<file path="config.mk">
export PLATFORM = sky130hd
export DESIGN_NAME = frqdiv_prog_flat
export DESIGN_NICKNAME = d
export VERILOG_FILES = /design/src/rtl/frqdiv_prog_if.sv /design/src/rtl/frqdiv_prog.sv /design/src/flat_wrapper.sv
export SDC_FILE = /design/constraint.sdc
export NUM_CORES = 1
export LEC_CHECK = 0
export ABC_CLOCK_PERIOD_IN_PS = 12100
export BUFFER_PORTS_ARGS = -buffer_cell sky130_fd_sc_hd__buf_4
export CORE_MARGIN = 8
export CORE_UTILIZATION = 45
export DETAILED_ROUTE_END_ITERATION = 16
export REMOVE_ABC_BUFFERS = 1
export SYNTH_ARGS = -nofsm -noshare
export SYNTH_HDL_FRONTEND = slang
export SYNTH_SLANG_ARGS = --single-unit
export TNS_END_PERCENT = 50
</file>
<file path="constraint.sdc">
create_clock -name clk -period 12.1 [get_ports clk]
set_clock_uncertainty 0.05 [all_clocks]
set_input_delay 3.63 -clock clk [delete_from_list [all_inputs] [get_ports clk]]
set_output_delay 3.63 -clock clk [all_outputs]
set_load 0.05 [all_outputs]
</file>
<file path="src/rtl/frqdiv_prog_if.sv">
// frqdiv_prog_if
//   Bundles the write port, the sync strobe and the per-channel outputs of
//   the programmable divider.
//   master : drives wr_en / wr_ch / wr_div / sync, observes the outputs
//   slave  : the divider itself
//   wr_en   1   divisor write strobe
//   wr_ch   CW  channel index for the write (indices >= CH are ignored)
//   wr_div  W   new divisor
//   sync    1   phase restart of every channel
//   sq_out  CH  per-channel square wave
//   tick    CH  per-channel one-cycle period-start pulse
//   pending CH  per-channel "written divisor waiting for the next wrap"
interface frqdiv_prog_if #(
  parameter int CH = 4,
  parameter int W  = 16,
  parameter int CW = ($clog2(CH) > 0) ? $clog2(CH) : 1
);
  logic          wr_en;
  logic [CW-1:0] wr_ch;
  logic [W-1:0]  wr_div;
  logic          sync;
  logic [CH-1:0] sq_out;
  logic [CH-1:0] tick;
  logic [CH-1:0] pending;

  modport master (
    output wr_en, wr_ch, wr_div, sync,
    input  sq_out, tick, pending
  );

  modport slave (
    input  wr_en, wr_ch, wr_div, sync,
    output sq_out, tick, pending
  );
endinterface

</file>
<file path="src/rtl/frqdiv_prog.sv">
// frqdiv_prog
//   Multi-channel run-time programmable integer clock divider. Each channel
//   divides clk by its own divisor and produces a registered square wave
//   (low half first, the extra cycle of an odd divisor goes to the low half)
//   plus a one-cycle tick at each period start. A new divisor only takes
//   effect at a period boundary, on sync, or immediately on a stopped
//   channel, so the outputs never glitch.
//   Ports:
//     clk    system clock, rising edge only
//     rst_n  asynchronous active-low reset
//     bus    frqdiv_prog_if.slave (write port, sync, sq_out/tick/pending)
module frqdiv_prog #(
  parameter int CH       = 4,
  parameter int W        = 16,
  parameter int DIV_INIT = 2
) (
  input  logic          clk,
  input  logic          rst_n,
  frqdiv_prog_if.slave  bus
);

  localparam int CW = ($clog2(CH) > 0) ? $clog2(CH) : 1;

  logic [W-1:0]  cnt_q    [CH];
  logic [W-1:0]  cnt_d    [CH];
  logic [W-1:0]  d_act_q  [CH];
  logic [W-1:0]  d_act_d  [CH];
  logic [W-1:0]  d_pend_q [CH];
  logic [W-1:0]  d_pend_d [CH];
  logic [CH-1:0] pending_q, pending_d;
  logic [CH-1:0] sq_q, sq_d;
  logic [CH-1:0] tick_q, tick_d;

  logic [CH-1:0] wr_hit;
  logic [CH-1:0] wrap;
  logic [W-1:0]  new_div  [CH];
  logic [W-1:0]  half     [CH];

  // NOTE: every always_comb output gets a default before any branch so no
  // path can leave it unassigned and infer a latch.
  always_comb begin
    for (int i = 0; i < CH; i++) begin
      // Only indices 0..CH-1 can match, so wr_ch >= CH writes nothing.
      wr_hit[i]  = bus.wr_en && (bus.wr_ch == CW'(i));
      wrap[i]    = (d_act_q[i] != '0) && (cnt_q[i] == d_act_q[i] - W'(1));
      half[i]    = d_act_q[i] - (d_act_q[i] >> 1);
      // Divisor for the period that starts at a boundary: a same-cycle
      // write beats an older pending value, which beats the current one.
      new_div[i] = wr_hit[i]    ? bus.wr_div  :
                   pending_q[i] ? d_pend_q[i] : d_act_q[i];

      cnt_d[i]     = cnt_q[i];
      d_act_d[i]   = d_act_q[i];
      d_pend_d[i]  = d_pend_q[i];
      pending_d[i] = pending_q[i];
      sq_d[i]      = 1'b0;
      tick_d[i]    = 1'b0;

      if (bus.sync) begin
        cnt_d[i]     = '0;
        d_act_d[i]   = new_div[i];
        d_pend_d[i]  = new_div[i];
        pending_d[i] = 1'b0;
      end else if (d_act_q[i] == '0) begin
        // Stopped channel: a write restarts it at once from cnt=0.
        if (wr_hit[i]) begin
          d_act_d[i]  = bus.wr_div;
          d_pend_d[i] = bus.wr_div;
        end
      end else if (wrap[i]) begin
        cnt_d[i]     = '0;
        d_act_d[i]   = new_div[i];
        d_pend_d[i]  = new_div[i];
        pending_d[i] = 1'b0;
        // A channel that stops at this boundary shows no tick.
        tick_d[i]    = (new_div[i] != '0);
      end else begin
        cnt_d[i] = cnt_q[i] + W'(1);
        sq_d[i]  = (cnt_q[i] + W'(1)) >= half[i];
        if (wr_hit[i]) begin
          d_pend_d[i]  = bus.wr_div;
          pending_d[i] = 1'b1;
        end
      end
    end
  end

  // NOTE: the per-channel arrays are a handful of flops, not a RAM, so they
  // are reset explicitly along with everything else.
  always_ff @(posedge clk or negedge rst_n) begin
    if (!rst_n) begin
      for (int i = 0; i < CH; i++) begin
        cnt_q[i]    <= '0;
        d_act_q[i]  <= W'(DIV_INIT);
        d_pend_q[i] <= W'(DIV_INIT);
      end
      pending_q <= '0;
      sq_q      <= '0;
      tick_q    <= '0;
    end else begin
      // NOTE: non-blocking assignments so every flop samples the values
      // from before this edge, independent of statement order.
      for (int i = 0; i < CH; i++) begin
        cnt_q[i]    <= cnt_d[i];
        d_act_q[i]  <= d_act_d[i];
        d_pend_q[i] <= d_pend_d[i];
      end
      pending_q <= pending_d;
      sq_q      <= sq_d;
      tick_q    <= tick_d;
    end
  end

  assign bus.sq_out  = sq_q;
  assign bus.tick    = tick_q;
  assign bus.pending = pending_q;

endmodule

</file>
<file path="src/flat_wrapper.sv">
// flat-port wrapper written by rule: the top's interface ports become plain ports
module frqdiv_prog_flat 
#(
  parameter int CH       = 4,
  parameter int W        = 16,
  parameter int DIV_INIT = 2
)
  (clk, rst_n, bus_wr_en, bus_wr_ch, bus_wr_div, bus_sync, bus_sq_out, bus_tick, bus_pending);
  frqdiv_prog_if #(.CH(CH), .W(W)) bus_i ();
  input  logic clk;
  input  logic rst_n;
  input wire logic [$bits(bus_i.wr_en)-1:0] bus_wr_en;
  input wire logic [$bits(bus_i.wr_ch)-1:0] bus_wr_ch;
  input wire logic [$bits(bus_i.wr_div)-1:0] bus_wr_div;
  input wire logic [$bits(bus_i.sync)-1:0] bus_sync;
  output wire logic [$bits(bus_i.sq_out)-1:0] bus_sq_out;
  output wire logic [$bits(bus_i.tick)-1:0] bus_tick;
  output wire logic [$bits(bus_i.pending)-1:0] bus_pending;
  assign bus_i.wr_en = bus_wr_en;
  assign bus_i.wr_ch = bus_wr_ch;
  assign bus_i.wr_div = bus_wr_div;
  assign bus_i.sync = bus_sync;
  assign bus_sq_out = bus_i.sq_out;
  assign bus_tick = bus_i.tick;
  assign bus_pending = bus_i.pending;
  frqdiv_prog #(.CH(CH), .W(W), .DIV_INIT(DIV_INIT)) u_core (.clk(clk), .rst_n(rst_n), .bus(bus_i));
endmodule
</file>
* Yosys cells after proc, flatten, opt, wreduce, memory -nomap -nowiden
Cells that the tools add are included.
Operators by class: multiplexer cells 92, equal/unequal tests 15, $lt $le $gt $ge 4, $add $sub $neg 12, reduce and logical (&&, ||, !) cells 37
Operator list (number):
- $mux 16 | 52
- $reduce_bool 16->1 | 8
- $add 16x1->16 const B | 4
- $eq 16x16->1 | 4
- $ge 16x16->1 | 4
- $logic_not 16->1 | 4
- $sub 16x1->16 const B | 4
- $sub 16x15->16 | 4
- $mux 1 | 40
- $reduce_bool 3->1 | 8
- $reduce_and 2->1 | 8
- $ne 3x2->1 const B | 4
- $logic_and 1x1->1 | 8
- $ne 2x2->1 const B | 4
- $eq 2x2->1 const B | 2
- $eq 2x1->1 const B | 1
- $logic_not 2->1 | 1
Storage, ports and cells: register bits 204, input bits 22

* Depth between registers and ports, before layout
word-level depth 7, mapped depth 19, depth with buffers taken out 19

* Worst setup path before layout
Ideal clock, no wire load.
kind input to register, from in bus_wr_ch[1], to reg u_core.tick_q[0] (netlist: u_core.bus.tick[0]), stages on the path 6, path buffers 1, library setup time 126 ps, required time 11924 ps, data arrival time 5201 ps, path slack 6723 ps, cell sequence nor3b_1 -> clkbuf_1 -> nor2_1 -> a21oi_1 -> nand4_1 -> o311a_1
On the way: cells in the longest elaborated chain, start to end 7
Ends and longest elaborated chain:
- from (decl) | line flat_wrapper.sv:13 | input wire logic [$bits(bus_i.wr_ch)-1:0] bus_wr_ch;
- $logic_not 2->1 | line frqdiv_prog.sv:44 | wr_hit[i] = bus.wr_en && (bus.wr_ch == CW'(i));
- $logic_and 1x1->1 | line frqdiv_prog.sv:44
- $mux 16 | line frqdiv_prog.sv:49 | new_div[i] = wr_hit[i] ? bus.wr_div :
- $reduce_bool 16->1 | line frqdiv_prog.sv:76 | tick_d[i] = (new_div[i] != '0);
- $mux 1 | line frqdiv_prog.sv:70 | end else if (wrap[i]) begin
- $mux 1 | line frqdiv_prog.sv:64 | end else if (d_act_q[i] == '0) begin
- $mux 1 | line frqdiv_prog.sv:59 | if (bus.sync) begin
- net u_core.tick_d[0] | line frqdiv_prog.sv:32 | logic [CH-1:0] tick_q, tick_d;
- to (signal assigned) | line frqdiv_prog.sv:110 | tick_q <= tick_d;
- to (decl) | line frqdiv_prog.sv:32
The timed path passes the listed nets, and every way through them passes these cells. A chain may end at the register's enable or synchronous reset.

* Final worst setup path
from in bus_sync, to reg u_core.d_act_q[63] (netlist name)
On the way: cells in the longest elaborated chain, start to end 2, elaborated cells between the ends (all ways) 4, those cells by class eq/ne (1); mux (1); reduce/logical (2)
Ends and longest elaborated chain:
- from (decl) | line flat_wrapper.sv:15 | input wire logic [$bits(bus_i.sync)-1:0] bus_sync;
- $ne 3x2->1 (no line) / $reduce_bool 3->1 (equally long branches)
- $reduce_and 2->1 (no line)
- to (signal, indexed assignment) | line frqdiv_prog.sv:94 | d_act_q[i] <= W'(DIV_INIT);
- to (signal, indexed assignment) | line frqdiv_prog.sv:105 | d_act_q[i] <= d_act_d[i];
- to (decl) | line frqdiv_prog.sv:26 | logic [W-1:0] d_act_q [CH];
Parallel ways exist; a longest one is shown, timed or not.

==> impl_metrics.tcl <==
set metrics [dict create \
    internal_power_consumption_uw 1859 \
    yosysWarnings 0 \
    yosys.area_share.adder 0.1418 \
    synth_xor_xnor_area_share 0.1025 \
    die_w_um 215.2 \
    combinationalPowerShare 0.462 \
    worstMarginPinSlew_ps 1106 \
    synth_top_flop_cell "sky130_fd_sc_hd__dfrtp_1" \
    die_y_um 215.2 \
    final-seq-area_mm2 0.005115 \
    delay_of_the_slowest_cell_on_the_worst_path_ps 590 \
    synth-compound-area-share 0.1832 \
    period_share 0.4821 \
    power_frac_seq 0.302 \
    nFillCells 3780 \
    finalPower_uw 3114 \
    grt_first_pass_wirelength_um 79630 \
    number_of_hold_slack_violations_in_the_final_timing_report 0 \
    worst_skew_pair.late_latency_ps 560 \
    initialDrtViolationCount 810 \
    power.share.clock 0.237 \
    number_of_global_route_vias_before_repair 15120 \
    worstPathCellList "buf_4 -> buf_4 -> inv_1 -> and2_1 -> nand2_1 -> o2bb2a_4" \
    number_of_antenna_diodes 0 \
    cells_after_synth 2102 \
    yosys-mux-area-fraction 0.06125 \
    numClockSinks 204 \
    synthesis.area_per_instance_um2 8.494 \
    dr_total_vias 14960 \
    routed_via_density 5.750 \
    antenna_found_initial 0 \
    worstSetupStartpoint "bus_sync" \
    worst_setup_path_endpoint "u_core.d_act_q[63]$_DFFE_PN0P_" \
    grt_overflow 0 \
    row_count 73 \
    grt_util_all_layers 0.2053 \
    max_cap_violations 0 \
    rr_startpoint "u_core.d_act_q[34]$_DFFE_PN0P_" \
    place.gp.congestion 0.8582 \
    grt_max_degree 127 \
    cts.path.max_buffers 3 \
    swShare 0.4030 \
    final_period_minus_worst_setup_slack_ps 5833 \
    irDropWorstVdd_v 0.0001081 \
    r2r_setup_slack_ps 7750 \
    fin_tns_setup_ps 0 \
    worstSetupStartpointType "input pin" \
    clock_tree_from_tritoncts "done" \
    r2r_end "u_core.bus.sq_out[1]$_DFF_PN0_" \
    power.leakage_uw 0.008612 \
    cts-buffers-inserted 25 \
    ctsRootBufferMaster "sky130_fd_sc_hd__clkbuf_16" \
    worstRegToRegCells 15 \
    achievable-frequency_mhz 171.4 \
    min-delay-path-class "register to register" \
    ant_nets 0 \
    number_of_distinct_library_cells_after_synthesis 75 \
    synth_simple_gate_area_share 0.1727 \
    run_status "finished, final reports clean" \
    power_density_mw_per_mm2 162.0 \
    htree_num_levels 1 \
    ys_top_cells_by_area "sky130_fd_sc_hd__dfrtp_1 27%, sky130_fd_sc_hd__ha_1 14%, sky130_fd_sc_hd__xnor2_1 6.7%, sky130_fd_sc_hd__mux2i_1 5.5%, sky130_fd_sc_hd__a21oi_1 5.3%" \
    cp_data_arrival_time_ps 6220 \
    unrepaired_setup_endpoints_after_global_routing "false" \
    edff_count_synth 0 \
    library_cell_appearing_most_often_on_the_critical_path "sky130_fd_sc_hd__buf_4" \
    endpoint_kind "register" \
    synthesized_area_mm2 0.01785 \
    setup_viol 0 \
    slowest_stage_cell_on_the_critical_path "sky130_fd_sc_hd__buf_4" \
    asr_flop_ratio_synth 1.000 \
    cell_family_contributing_the_most_delay_on_the_critical_path "buffers and inverters" \
    critical_path_required_ps 12490 \
    path_clk_slew_ps 60 \
    placed_area_mm2 0.01843 \
    fin_area_mm2 0.01922 \
    yosysTopAreaCellShare 0.2747 \
    timing.slew.headroom 0.2626 \
    drt_drc_violations_left 0 \
    yosys_register_bits 204 \
    synth_top_family_by_area "compound AO/OA/AOI/OAI gates" \
    yosys.area.top_type "sky130_fd_sc_hd__dfrtp_1" \
    switching_power_uw 1255 \
    timing.critical_path.fanout_max 49 \
    timing.critical_path.depth 6 \
    postCtsHoldBufs 0 \
    layout_common_cells "196 x sky130_fd_sc_hd__ha_1, 196 x sky130_fd_sc_hd__dfrtp_1, 189 x sky130_fd_sc_hd__a21oi_1" \
    multi_input_comb_area_mm2 0.01184 \
    core_mm2 0.03946 \
    synth-seq-area-share 0.2865 \
    area.growth.synth_to_final_pct 7.660 \
    io_buffer_count 33 \
    cts-resized-gates 0 \
    first_pass_iters 5 \
    post_cts_buffers 0 \
    routed_wl_um 48370 \
    drt-wirelength-per-cell_um 18.59 \
    initial_utilization 0.4525 \
    fin_nets 2281 \
    final_layout_size_suffix_gt1_frac 0.05970 \
    timing.critical_path.buf_inv 3 \
    dp_hpwl_um 35830 \
    floorplan_die_area_mm2 0.04631 \
    report.final.slew_viol_count 0 \
    criticalPathCategory "input pin to register" \
    top_level_ports 34 \
]
[routing by layer]
| layer | routed length, µm | up-vias | GRT usage |
|---|---|---|---|
| met3 | 1590 | 87 | 0.02317 |
| met4 | 1865 | 0 | 0.07649 |
| met5 | 0 | - | 0 |
| met2 | 22070 | 265 | 0.3373 |
| li1 | - | 7400 | - |
| met1 | 22850 | 7209 | 0.2750 |
[through the flow]
stage / hold WS [ps] / utilization / std cells / setup slack [ps]
6_report: 527.0 / 0.4872 / 2602 / 6267
5_1_grt: 556.9 / 0.4872 / 2602 / 6128
4_1_cts: 530.1 / 0.4872 / 2602 / 6302
3_5_place_dp: 517.2 / 0.4670 / 2557 / 5719
3_3_place_gp: 497.8 / 0.4670 / 2557 / 5758
2_1_floorplan: 476.3 / - / 1985 / 4455
[cell usage after synthesis (9+ instances only)]
cell type / n
sky130_fd_sc_hd__or3_1: 9
sky130_fd_sc_hd__and3_1: 36
sky130_fd_sc_hd__nor3b_1: 11
sky130_fd_sc_hd__a31oi_1: 22
sky130_fd_sc_hd__ha_1: 196
sky130_fd_sc_hd__nand2_1: 160
sky130_fd_sc_hd__or4_1: 11
sky130_fd_sc_hd__inv_1: 122
sky130_fd_sc_hd__nor2_1: 143
sky130_fd_sc_hd__mux2_2: 10
sky130_fd_sc_hd__o21bai_1: 23
sky130_fd_sc_hd__dfrtp_1: 196
sky130_fd_sc_hd__buf_2: 13
sky130_fd_sc_hd__xnor2_1: 136
sky130_fd_sc_hd__nand3_1: 71
sky130_fd_sc_hd__a211oi_1: 22
sky130_fd_sc_hd__nand2b_1: 11
sky130_fd_sc_hd__nand3b_1: 31
sky130_fd_sc_hd__xor2_1: 73
sky130_fd_sc_hd__a21o_1: 13
sky130_fd_sc_hd__nor3_1: 42
sky130_fd_sc_hd__nor4_1: 20
sky130_fd_sc_hd__a22oi_1: 10
sky130_fd_sc_hd__o21ai_0: 111
sky130_fd_sc_hd__nand4_1: 19
sky130_fd_sc_hd__buf_1: 10
sky130_fd_sc_hd__mux2i_1: 98
sky130_fd_sc_hd__a2bb2oi_1: 21
sky130_fd_sc_hd__clkbuf_1: 92
sky130_fd_sc_hd__a21oi_1: 189
sky130_fd_sc_hd__and4_1: 9
sky130_fd_sc_hd__o22ai_1: 39
sky130_fd_sc_hd__nor2b_1: 18
[layout make-up]
cell class,count,area share
tap,525,0.03417
multi-input combinational,1659,0.6157
clock inverter,5,0.001302
inverter,122,0.02382
timing repair buffer,47,0.01875
sequential,204,0.2661
clock buffer,40,0.04016
[logic make-up (layout without fill, tap and decap cells)]
family,count (synthesis),after routing
buf+inv,239,214
compound gates,526,526
fa+ha+maj,200,200
mux,108,108
xor+xnor,209,209
flops,204,204
simple gates,616,616
[worst register-to-register path: stages (launching register included)]
cell and delay (ps):
sky130_fd_sc_hd__dfrtp_1 520, sky130_fd_sc_hd__inv_1 170, sky130_fd_sc_hd__ha_1 300, sky130_fd_sc_hd__o21bai_1 210, sky130_fd_sc_hd__a211o_1 180, sky130_fd_sc_hd__a21oi_1 90, sky130_fd_sc_hd__o311ai_0 470, sky130_fd_sc_hd__a2111oi_0 230
sky130_fd_sc_hd__or3_1 430, sky130_fd_sc_hd__xnor2_1 140, sky130_fd_sc_hd__ha_1 300, sky130_fd_sc_hd__nand3_1 80, sky130_fd_sc_hd__or4_1 510, sky130_fd_sc_hd__o21ai_0 230, sky130_fd_sc_hd__a31oi_1 120, sky130_fd_sc_hd__nor4_1 230
[sequential cells by signal, indices dropped and copies added, names as in the netlist]
signal,flops
u_core.d_act_q,64
u_core.bus.pending,4
u_core.cnt_q,64
u_core.d_pend_q,64
u_core.bus.sq_out,4
u_core.bus.tick,4
[power by group through the flow]
stage / Clock [µW] / Sequential (µW) / Combinational, µW
6_report: 737 / 940 / 1440
5_1_grt: 780 / 955 / 1630
4_1_cts: 758 / 938 / 1440
3_5_place_dp: 0 / 949 / 1430
3_3_place_gp: 0 / 946 / 1390
2_1_floorplan: 0 / 897 / 1110
[worst min path at each step]
stage	from	endpoint	slack, ps	depth (start not counted)
floorplan	u_core.cnt_q[46]$_DFFE_PN0P_	u_core.cnt_q[46]$_DFFE_PN0P_	480	2
global placement	u_core.d_pend_q[37]$_DFF_PN0_	u_core.d_pend_q[37]$_DFF_PN0_	500	2
detailed placement	u_core.d_pend_q[37]$_DFF_PN0_	u_core.d_pend_q[37]$_DFF_PN0_	520	2
CTS	u_core.cnt_q[15]$_DFFE_PN0P_	u_core.cnt_q[15]$_DFFE_PN0P_	530	2
global route	u_core.d_pend_q[17]$_DFF_PN1_	u_core.d_pend_q[17]$_DFF_PN1_	560	2
finish	u_core.d_pend_q[24]$_DFF_PN0_	u_core.d_pend_q[24]$_DFF_PN0_	530	2
No activity file was read; power rests on OpenSTA's default activity.
